<file path="config.mk">
export PLATFORM = sky130hd
export DESIGN_NAME = rtc_init_sequencer
export DESIGN_NICKNAME = d
export VERILOG_FILES = /design/src/rtl/rtc_init_pkg.sv /design/src/rtl/rtc_init_rom.sv /design/src/rtl/rtc_init_sequencer.sv
export SDC_FILE = /design/constraint.sdc
export NUM_CORES = 1
export LEC_CHECK = 0
export ABC_AREA = 0
export CORE_ASPECT_RATIO = 1.25
export CORE_MARGIN = 3
export CORE_UTILIZATION = 30
export DETAILED_ROUTE_END_ITERATION = 10
export SETUP_SLACK_MARGIN = 0.15
export SLEW_MARGIN = 25
export SYNTH_ARGS = -nofsm -noshare
export SYNTH_HDL_FRONTEND = slang
export SYNTH_SLANG_ARGS = --single-unit
</file>
<file path="constraint.sdc">
create_clock -name clk -period 5.5 [get_ports clk]
set_input_delay 1.1 -clock clk [delete_from_list [all_inputs] [get_ports clk]]
set_output_delay 1.1 -clock clk [all_outputs]
set_load 0.01 [all_outputs]
</file>
<file path="src/rtl/rtc_init_pkg.sv">
// Shared types and the default RTC power-on write table for the init sequencer.
package rtc_init_pkg;

  typedef enum logic [2:0] {
    StIdle    = 3'd0,
    StFetch   = 3'd1,
    StWaitAck = 3'd2,
    StDone    = 3'd3,
    StError   = 3'd4
  } state_e;

  typedef struct packed {
    logic [7:0] addr;
    logic [7:0] data;
  } init_entry_t;

  localparam int unsigned TABLE_LEN = 15;

  localparam init_entry_t INIT_TABLE [TABLE_LEN] = '{
    '{8'h02, 8'h10}, '{8'h10, 8'hD2}, '{8'h00, 8'h00}, '{8'h01, 8'h00},
    '{8'h21, 8'h00}, '{8'h22, 8'h00}, '{8'h23, 8'h00}, '{8'h24, 8'h00},
    '{8'h25, 8'h00}, '{8'h26, 8'h00}, '{8'h27, 8'h00}, '{8'h41, 8'h00},
    '{8'h42, 8'h00}, '{8'h43, 8'h00}, '{8'hF0, 8'h00}
  };

  // Entries past the end of the default table read as zero.
  function automatic init_entry_t init_entry(int unsigned i);
    init_entry_t e;
    e = '0;
    for (int unsigned k = 0; k < TABLE_LEN; k++) begin
      if (k == i) e = INIT_TABLE[k];
    end
    return e;
  endfunction

endpackage

</file>
<file path="src/rtl/rtc_init_rom.sv">
// Synchronous one-cycle-read ROM holding the init write table.
module rtc_init_rom
  import rtc_init_pkg::*;
#(
  parameter int unsigned ADDR_W = 8,
  parameter int unsigned DATA_W = 8,
  parameter int unsigned IDX_W  = 4
) (
  input  logic              clk,
  input  logic [IDX_W-1:0]  idx,
  output logic [ADDR_W-1:0] addr,
  output logic [DATA_W-1:0] data
);

  init_entry_t entry;

  always_comb begin
    entry = init_entry(32'(idx));
  end

  always_ff @(posedge clk) begin
    addr <= ADDR_W'(entry.addr);
    data <= DATA_W'(entry.data);
  end

endmodule

</file>
<file path="src/rtl/rtc_init_sequencer.sv">
// Power-on init sequencer: walks the RTC write table through a req/ack handshake
// with a per-entry ack timeout, flags completion or error, and re-runs on start.
module rtc_init_sequencer
  import rtc_init_pkg::*;
#(
  parameter int unsigned ADDR_W         = 8,
  parameter int unsigned DATA_W         = 8,
  parameter int unsigned N_ENTRIES      = 15,
  parameter int unsigned TIMEOUT_CYCLES = 1024,
  parameter int unsigned AUTO_START     = 1
) (
  input  logic              clk,
  input  logic              reset,
  input  logic              start,
  input  logic              wr_ack,
  output logic              wr_req,
  output logic [ADDR_W-1:0] wr_addr,
  output logic [DATA_W-1:0] wr_data,
  output logic              escriba,
  output logic              inicializado,
  output logic              error,
  output logic [2:0]        auxiliar
);

  localparam int unsigned IdxW = (N_ENTRIES > 1) ? $clog2(N_ENTRIES) : 1;
  localparam int unsigned CntW = $clog2(TIMEOUT_CYCLES);
  localparam logic [IdxW-1:0] LastIdx = IdxW'(N_ENTRIES - 1);
  localparam logic [CntW-1:0] CntMax  = CntW'(TIMEOUT_CYCLES - 1);

  state_e            state_q, state_d;
  logic [IdxW-1:0]   idx_q, idx_d;
  logic [CntW-1:0]   cnt_q, cnt_d;
  logic              req_q, req_d;
  logic [ADDR_W-1:0] addr_q, addr_d, rom_addr;
  logic [DATA_W-1:0] data_q, data_d, rom_data;
  logic              escriba_q, init_q, error_q;

  // ROM is addressed with the next index so its output is valid during FETCH.
  rtc_init_rom #(
    .ADDR_W (ADDR_W),
    .DATA_W (DATA_W),
    .IDX_W  (IdxW)
  ) u_rom (
    .clk  (clk),
    .idx  (idx_d),
    .addr (rom_addr),
    .data (rom_data)
  );

  always_comb begin
    state_d = state_q;
    idx_d   = idx_q;
    cnt_d   = cnt_q;
    req_d   = req_q;
    addr_d  = addr_q;
    data_d  = data_q;
    unique case (state_q)
      StIdle: begin
        idx_d = '0;
        if ((AUTO_START != 0) || start) state_d = StFetch;
      end
      StFetch: begin
        addr_d  = rom_addr;
        data_d  = rom_data;
        req_d   = 1'b1;
        cnt_d   = '0;
        state_d = StWaitAck;
      end
      StWaitAck: begin
        // Ack takes priority over a timeout expiring on the same edge.
        if (wr_ack) begin
          req_d = 1'b0;
          if (idx_q == LastIdx) begin
            addr_d  = '0;
            data_d  = '0;
            state_d = StDone;
          end else begin
            idx_d   = idx_q + IdxW'(1);
            state_d = StFetch;
          end
        end else if (cnt_q == CntMax) begin
          req_d   = 1'b0;
          state_d = StError;
        end else begin
          cnt_d = cnt_q + CntW'(1);
        end
      end
      StDone, StError: begin
        if (start) begin
          idx_d   = '0;
          state_d = StFetch;
        end
      end
      default: state_d = StIdle;
    endcase
  end

  always_ff @(posedge clk) begin
    if (reset) begin
      state_q   <= StIdle;
      idx_q     <= '0;
      cnt_q     <= '0;
      req_q     <= 1'b0;
      addr_q    <= '0;
      data_q    <= '0;
      escriba_q <= 1'b0;
      init_q    <= 1'b0;
      error_q   <= 1'b0;
    end else begin
      state_q   <= state_d;
      idx_q     <= idx_d;
      cnt_q     <= cnt_d;
      req_q     <= req_d;
      addr_q    <= addr_d;
      data_q    <= data_d;
      escriba_q <= (state_d == StFetch) || (state_d == StWaitAck);
      init_q    <= (state_d == StDone);
      error_q   <= (state_d == StError);
    end
  end

  assign wr_req       = req_q;
  assign wr_addr      = addr_q;
  assign wr_data      = data_q;
  assign escriba      = escriba_q;
  assign inicializado = init_q;
  assign error        = error_q;
  assign auxiliar     = state_q;

endmodule

</file>
==> results of run 1 <==
## cell type report
class | instances | area share (%)
Clock inverter | 3 | 1.12
Clock buffer | 5 | 3.24
Timing Repair Buffer | 21 | 9.91
Multi-Input combinational cell | 150 | 44.5
Tap cell | 66 | 3.89
Sequential cell | 39 | 36.8
Inverter | 3 | 0.531
## cell families (layout without fill, tap and decap cells)
| kind of cell | count (synthesis) | after routing | share of synthesized area, % |
|---|---|---|---|
| XOR/XNOR | 6 | 6 | 2.91 |
| AND/OR/NAND/NOR | 89 | 89 | 27.1 |
| AO/OA/AOI/OAI | 44 | 44 | 17.2 |
| adder cells (fa/ha/maj) | 3 | 3 | 2.08 |
| multiplexers | 3 | 3 | 1.73 |
| other | 1 | 5 | 0.208 |
| buffers and inverters | 17 | 32 | 5.54 |
| flip-flops | 39 | 39 | 43.2 |
## registers in the layout (all words and copies together), names as in the netlist
name / cells
cnt_q: 10
u_rom.addr: 7
wr_addr: 7
idx_q: 4
auxiliar: 3
u_rom.data: 2
wr_data: 2
error: 1
escriba: 1
inicializado: 1
wr_req: 1
## per-stage QoR
stage | worst slack (ps) | hold WS (ps) | instances
floorplan | 3010 | 456 | 206
global placement | 2250 | 470 | 279
detailed placement | 2210 | 471 | 279
CTS | 2520 | 501 | 287
global route | 2350 | 534 | 287
finish | 2520 | 492 | 287
## how the worst min path moves through the flow
| stage | end | depth (start not counted) |
|---|---|---|
| 5_1_grt | wr_addr[5]$_SDFFE_PP0P_ | 2 |
| 3_5_place_dp | wr_addr[1]$_SDFFE_PP0P_ | 2 |
| 4_1_cts | wr_addr[6]$_SDFFE_PP0P_ | 2 |
| 6_report | wr_addr[6]$_SDFFE_PP0P_ | 2 |
| 3_3_place_gp | wr_addr[1]$_SDFFE_PP0P_ | 2 |
| 2_1_floorplan | wr_addr[0]$_SDFFE_PP0P_ | 2 |
## worst min-delay path, delay by kind of cell, from the launching register on
family          cells  cell delay [ps]
flops               1              310
simple gates        1               80
compound gates      1               70
## report_power, final
part | internal [W] | switching (W)
combinational | 0.0000262 | 0.0000359
clock | 0.0000907 | 0.000110
sequential | 0.000290 | 0.00000679
## routing by layer
metal | wire length, um | GRT usage [%] | vias to the layer above
met5 | 0 | 0 | -
met4 | 63 | 4.37 | 0
met3 | 142 | 3.04 | 6
met2 | 1820 | 19.5 | 20
met1 | 1670 | 14.4 | 656
li1 | - | - | 740
## cell usage in the layout, fill, tap and decap left out, types with 4 or more instances in the layout
cell type / count
dfxtp_1: 39
xnor2_1: 6
and3_1: 4
nor2_1: 33
a21oi_1: 14
a22oi_1: 9
nor3_1: 6
o21ai_0: 4
conb_1: 5
nand3_1: 6
clkdlybuf4s50_1: 21
clkbuf_8: 5
nand2_1: 12
==> impl_metrics.yaml, run 1 <==
status:
  status: "completed"
power:
  ir_drop_mv: 0.0794
  power.total_w: 0.000560
  p_leak_nw: 0.769
  powerDensity_nw_per_um2: 264
floorplan:
  die_x_um: 75.4
  core_um2: 5820
  die_h_um: 92.8
  rows: 31
  start_util_pct: 31.1
  die_area_um2: 7000
  io_pins: 27
grt:
  grt_overflow: 0
  grt_pass1_wl_um: 6550
  track_usage_pct: 11.8
  first_global_vias: 1409
  antenna_found_initial: 0
  grt_max_degree: 22
drt:
  ant_nets: 0
  vias: 1422
  initialDrtViolationCount: 49
  route.detailed.drc: 0
  routedWlPerCell_um: 12.9
  drt_pass1_iterations: 6
  wl_um: 3700
  vias_per_cell: 4.95
critical_path:
  worstSetupPathDepth: 7
  rr_worst_depth: 6
  crit_required_ps: 5680
  r2r_end: "u_rom.addr[4]$_SDFF_PP1_"
  path_buf_inv: 1
  worst_setup_path_start_kind: "input port"
  critPathCapture: "u_rom.addr[4]$_SDFF_PP1_"
  max_stage_delay_ps: 700
  worstPathCellList: "clkdlybuf4s50_1 > and4_1 > o21ba_2 > o211ai_2 > nor2_1 > and3_1 > or2_1"
  crit_path_max_fanout: 12
  rrSetupSlack_ps: 3390
  rr_startpoint: "auxiliar[1]$_SDFF_PP0_"
  worstSetupPathType: "in2reg"
  critPathTopFamily: "simple AND/OR/NAND/NOR gates"
  cpMaxStageDelayCell: "clkdlybuf4s50_1"
  endpoint_kind: "register"
  crit_arrival_ps: 3170
  cp-startpoint: "wr_ack"
clock_tree:
  ctsHoldBuffers: 0
  cts_tree: "yes"
  clockRootBuffer: "clkbuf_8"
  htree_levels: 2
  cts.sinks: 39
  cts.repair.resized: 0
  post_cts_buffers: 0
  worstSkewPairLatency_ps: 300
  clockBufferDepth: 2
  clkTransAtPathRegs_ps: 90
  cts_buffers: 5
sta:
  hold_violations: 0
  relSlewSlack_pct: 44.4
  rsz0062_at_grt: "no"
  post-route-period-util_pct: 54.2
  worst_slew_pin_slew_ps: 831
  fmax_mhz: 335
  maxSlewViolCount: 0
  period_needed_ps: 2980
  fin_worst_skew_ps: 11.9
  setup_viol: 0
  tns_ps: 0
cells_and_area:
  nets: 227
  fillers: 607
  drive_gt1_share_pct: 10.9
  multi_input_area_um2: 943
  stdcell_area_um2: 2120
  register_area_um2: 781
  finalCoreUtilization_pct: 36.5
  area_delta_synth_final_pct: 17.4
  diodes: 0
worst_hold_path:
  hold_start: "u_rom.addr[6]$_SDFF_PP1_"
  hold_class: "reg2reg"
logic_synthesis:
  netlist_area_um2: 1810
  synthArstFlopShare_pct: 0
  synth.largest_area_cell: "dfxtp_1"
  ys_warn_count: 0
  synth_seq_cells: 39
  synth_area_leaders: "dfxtp_1 (43%), nor2_1 (7.1%), a21oi_1 (3.9%)"
  syn_inst: 202
  ys_types: 52
  postSynthAreaPerCell_um2: 8.94
  synth_top_area_share_pct: 43.2
  ys.flop_type: "dfxtp_1"
  seq_area_frac_synth_pct: 43.2
  synth_common_cells: "dfxtp_1 (39), nor2_1 (34), a21oi_1 (14)"
  synth_most_common_cell: "dfxtp_1"
  synth-edff-count: 0
placed_design:
  place_hpwl_um: 2620
  dpl_cell_area_um2: 2030
  place.gp.congestion: 0.770
  portBuffers: 21
run:
  cap_violations: 0
Power figures use the tool's default switching activity.
==> run 2, diff against run 1 <==
Clock period 5.5 ns to 2.93 ns, I/O delays scaled along.
==> impl_metrics.yaml, run 2 (same netlist as run 1, synthesis figures left out) <==
clock_tree:
  clkTransAtPathRegs_ps: 80
  clockRootBuffer: "clkbuf_8"
  post_cts_buffers: 0
  cts_tree: "yes"
  worstSkewPairLatency_ps: 290
  ctsHoldBuffers: 0
  htree_levels: 2
  cts.sinks: 39
  clockBufferDepth: 2
  cts_buffers: 5
  cts.repair.resized: 0
grt:
  grtUsageMet2_pct: 19.9
  top_usage_layer: "met2"
  grt_overflow: 0
  first_global_vias: 1380
  met3_usage_pct: 2.93
  track_usage_pct: 11.4
  grt_pass1_wl_um: 6250
  antenna_found_initial: 0
  met1_usage_pct: 12.8
  grt_max_degree: 17
floorplan:
  core_um2: 5820
  die_area_um2: 7000
  die_x_um: 75.4
  die_h_um: 92.8
  rows: 31
  io_pins: 27
  start_util_pct: 31.1
critical_path:
  worst_setup_path_start_kind: "input port"
  crit_arrival_ps: 2540
  critPathCapture: "u_rom.addr[4]$_SDFF_PP1_"
  max_stage_delay_ps: 520
  critPathTopFamily: "simple AND/OR/NAND/NOR gates"
  cp-startpoint: "start"
  r2r_end: "u_rom.addr[6]$_SDFF_PP1_"
  crit_required_ps: 3120
  worstSetupPathType: "in2reg"
  endpoint_kind: "register"
  rr_worst_depth: 6
  path_buf_inv: 1
  worstSetupPathDepth: 7
  cpMaxStageDelayCell: "clkdlybuf4s50_1"
  rrSetupSlack_ps: 830
  worstPathCellList: "clkdlybuf4s50_1 > or3b_1 > o21ai_1 > a21boi_2 > mux2i_1 > and3_1 > or2_1"
  crit_path_max_fanout: 8
  rr_startpoint: "auxiliar[0]$_SDFF_PP0_"
drt:
  initialDrtViolationCount: 47
  vias_per_cell: 4.98
  ant_nets: 0
  drt_pass1_iterations: 4
  vias: 1459
  wl_um: 3610
  route.detailed.drc: 0
  routedWlPerCell_um: 12.3
power:
  comb_power_share_pct: 11.6
  ir_drop_mv: 0.185
  pwr-share-seq_pct: 53.0
  p_int_w: 0.000769
  clkPwrFrac_pct: 35.3
  powerDensity_nw_per_um2: 485
  sw_frac_of_total_pct: 26.8
  switchingPower_w: 0.000281
  p_leak_nw: 0.798
cells_and_area:
  final_common_cell: "dfxtp_1"
  largest_reg_flops: 10
  stdcell_area_um2: 2160
  drive_gt1_share_pct: 12.8
  area_delta_synth_final_pct: 19.7
  diodes: 0
  final_cell_mix: "dfxtp_1 (39), nor2_1 (34), clkdlybuf4s50_1 (21)"
  nets: 233
  largest-register: "cnt_q"
placed_design:
  portBuffers: 21
  dpl_cell_area_um2: 2070
  place_hpwl_um: 2640
  place.gp.congestion: 0.775
sta:
  setup_viol: 0
  maxSlewViolCount: 0
  fin_worst_skew_ps: 5.65
  period_needed_ps: 2350
  rsz0062_at_grt: "no"
  relSlewSlack_pct: 63.9
  hold_ws_ps: 486
  tns_ps: 0
  hold_violations: 0
  fmax_mhz: 425
  worst_slew_pin_slew_ps: 527
  post-route-period-util_pct: 80.3
run:
  cap_violations: 0
worst_hold_path:
  hold_class: "reg2reg"
status:
  status: "completed"
==> run 2: changes by cell type in the layout (fill, tap and decap cells not counted), sizes merged <==
cell,previous run,this run
buf,0,6
==> run 2: worst min-delay path, delay by kind of cell, from the launching register on <==
family	cells	cell delay, ps
AOI/OAI and AO/OA	1	70
DFF	1	320
and+or+nand+nor	1	70
==> run 2: layer usage <==
| metal | routed length [um] | share of wire [%] |
|---|---|---|
| met5 | 0 | 0 |
| met4 | 61 | 1.7 |
| met3 | 122 | 3.4 |
| met2 | 1830 | 51 |
| met1 | 1600 | 44 |
==> run 2: worst min path at each step <==
| stage | from | slack [ps] | depth (start not counted) | to |
|---|---|---|---|---|
| final | u_rom.addr[2]$_SDFF_PP0_ | 490 | 2 | wr_addr[2]$_SDFFE_PP0P_ |
| after global routing | u_rom.addr[6]$_SDFF_PP1_ | 520 | 2 | wr_addr[6]$_SDFFE_PP0P_ |
| after CTS | u_rom.addr[2]$_SDFF_PP0_ | 490 | 2 | wr_addr[2]$_SDFFE_PP0P_ |
| after detailed placement | u_rom.addr[1]$_SDFF_PP0_ | 470 | 2 | wr_addr[1]$_SDFFE_PP0P_ |
| after global placement | u_rom.addr[7]$_SDFF_PP1_ | 470 | 2 | wr_addr[7]$_SDFFE_PP0P_ |
| after floorplan | u_rom.addr[0]$_SDFF_PP0_ | 460 | 2 | wr_addr[0]$_SDFFE_PP0P_ |
==> run 2: power by group through the flow <==
stage	Clock, W	Combinational, W	Sequential [W]
after global placement	0	0.000124	0.000570
after global routing	0.000405	0.000135	0.000559
after CTS	0.000386	0.000124	0.000557
final	0.000371	0.000122	0.000557
after floorplan	0	0.0000795	0.000570
after detailed placement	0	0.000123	0.000570
==> run 2: through the flow <==
step           cells  worst slack, ps  util [%]  total power [W]
2_1_floorplan    206              952         -         0.000649
3_3_place_gp     285              308      35.6         0.000694
3_5_place_dp     285              279      35.6         0.000693
4_1_cts          293              588      37.2          0.00107
5_1_grt          293              457      37.2          0.00110
6_report         293              576      37.2          0.00105
==> run 2: layout make-up <==
type                       count  area [um^2]
tap                           66         82.6
clock inverter                 3         23.8
fill                         625         3650
clock buffer                   5         68.8
multi-input combinational    150          941
timing repair buffer          27          255
sequential                    39          781
inverter                       3         11.3
==> run 3, diff against run 2 <==
Clock period 2.93 ns to 2.4 ns, I/O delays scaled along.
==> impl_metrics.yaml, run 3 (same netlist as run 1, synthesis figures left out) <==
power:
  p_leak_nw: 0.857
  pwr-share-seq_pct: 48.6
  comb_power_share_pct: 11.9
  ir_drop_mv: 0.287
  p_int_w: 0.00106
  power.total_w: 0.00140
  switchingPower_w: 0.000343
  sw_frac_of_total_pct: 24.5
  clkPwrFrac_pct: 39.5
  powerDensity_nw_per_um2: 617
floorplan:
  die_h_um: 92.8
  die_x_um: 75.4
  io_pins: 27
  rows: 31
  die_area_um2: 7000
  start_util_pct: 31.1
  core_um2: 5820
grt:
  met1_usage_pct: 14.7
  track_usage_pct: 11.9
  grt_max_degree: 16
  first_global_vias: 1419
  grt_overflow: 0
  met3_usage_pct: 2.61
  grt_pass1_wl_um: 6440
  top_usage_layer: "met2"
  grtUsageMet2_pct: 19.3
  antenna_found_initial: 0
sta:
  worst_slew_pin_slew_ps: 763
  relSlewSlack_pct: 49.1
  period_needed_ps: 2110
  setup_viol: 0
  fmax_mhz: 474
  rsz0062_at_grt: "no"
  maxSlewViolCount: 0
  post-route-period-util_pct: 87.9
  hold_violations: 0
  fin_worst_skew_ps: 6.71
worst_hold_path:
  hold_class: "reg2reg"
  whs_path_depth: 2
  min_to: "wr_addr[0]$_SDFFE_PP0P_"
  hold_start: "u_rom.addr[0]$_SDFF_PP0_"
clock_tree:
  clkTransAtPathRegs_ps: 80
  htree_levels: 2
  post_cts_buffers: 0
  cts_buffers: 5
  worstSkewPairLatency_ps: 290
  clockRootBuffer: "clkbuf_8"
  ctsHoldBuffers: 0
  cts.sinks: 39
  cts_tree: "yes"
  clockBufferDepth: 2
placed_design:
  portBuffers: 21
  place_hpwl_um: 2800
  place.gp.congestion: 0.820
  dpl_cell_area_um2: 2150
drt:
  route.detailed.drc: 0
  drt_pass1_iterations: 4
  ant_nets: 0
  wl_um: 3790
  initialDrtViolationCount: 100
  vias_per_cell: 4.98
  routedWlPerCell_um: 12.5
  vias: 1510
critical_path:
  worstSetupPathType: "in2reg"
  worst_setup_path_start_kind: "input port"
  r2r_end: "u_rom.addr[4]$_SDFF_PP1_"
  rrSetupSlack_ps: 340
  endpoint_kind: "register"
  rr_worst_depth: 7
  rr_startpoint: "auxiliar[0]$_SDFF_PP0_"
  crit_required_ps: 2620
  crit_arrival_ps: 2330
  crit_path_max_fanout: 11
cells_and_area:
  stdcell_area_um2: 2270
  diodes: 0
  largest-register: "cnt_q"
  nets: 243
  final_common_cell: "dfxtp_1"
  fillers: 605
  area_delta_synth_final_pct: 25.6
  drive_gt1_share_pct: 17.3
  largest_reg_flops: 10
  final_cell_mix: "dfxtp_1 (39), nor2_1 (34), clkdlybuf4s50_1 (21)"
run:
  cap_violations: 0
status:
  status: "completed"
-- run 3: cell count changes in the layout (fill, tap and decap cells not counted), sizes merged --
| cell | delta |
|---|---|
| clkinvlp | -1 |
| bufinv | +1 |
| buf | +10 |
-- run 3: worst max-delay path, cell delays in order --
cell             delay [ps]
clkdlybuf4s50_1         480
buf_4                   180
and4_1                  210
o21ba_2                 160
o211ai_2                200
nor2_1                   90
buf_4                   150
a21oi_1                 150
a2bb2oi_1               210
-- run 3: per-layer routing --
metal	wire, um	vias up
met4	74	0
met5	0	-
met3	123	7
met1	1690	701
met2	1900	29
li1	-	773
-- run 3: stage by stage --
stage	hold WS [ps]	setup TNS [ps]	setup slack, ps	instances	utilization, %
final	487	0	289	303	39.0
after global routing	525	0	183	303	39.0
after CTS	496	0	262	303	38.9
after detailed placement	474	-55.0	-29.2	295	36.9
after global placement	469	0	0.234	295	36.9
after floorplan	456	0	480	206	-
-- run 3: area by class of cell --
class	count	area [um^2]	area share (%)
Clock buffer	5	68.8	3.03
Inverter	3	11.3	0.496
Tap cell	66	82.6	3.64
Clock inverter	3	46.3	2.04
Multi-Input combinational cell	150	948	41.8
Timing Repair Buffer	37	330	14.6
Sequential cell	39	781	34.4
-- run 3: how the worst max path moves through the flow --
stage,from,endpoint,slack (ps),cells past startpoint
after CTS,start,u_rom.addr[4]$_SDFF_PP1_,260,7
after global routing,wr_ack,wr_addr[6]$_SDFFE_PP0P_,180,7
after detailed placement,start,u_rom.addr[4]$_SDFF_PP1_,-30,7
final,wr_ack,u_rom.addr[1]$_SDFF_PP0_,290,9
after floorplan,auxiliar[0]$_SDFF_PP0_,u_rom.addr[4]$_SDFF_PP1_,480,6
after global placement,start,u_rom.addr[4]$_SDFF_PP1_,0.2,7
-- run 3: power groups by stage --
stage	Combinational, W	Clock, W	Sequential [W]
2_1_floorplan	0.0000971	0	0.000696
6_report	0.000167	0.000553	0.000680
3_3_place_gp	0.000165	0	0.000696
3_5_place_dp	0.000166	0	0.000695
4_1_cts	0.000167	0.000568	0.000680
5_1_grt	0.000183	0.000601	0.000683
-- run 3: timing repair --
action / 4_1_cts / 5_1_grt
endpoints found under the setup margin: 0 / 2
hold endpoints to repair: 0 / 0
gates resized for setup: 0 / 2
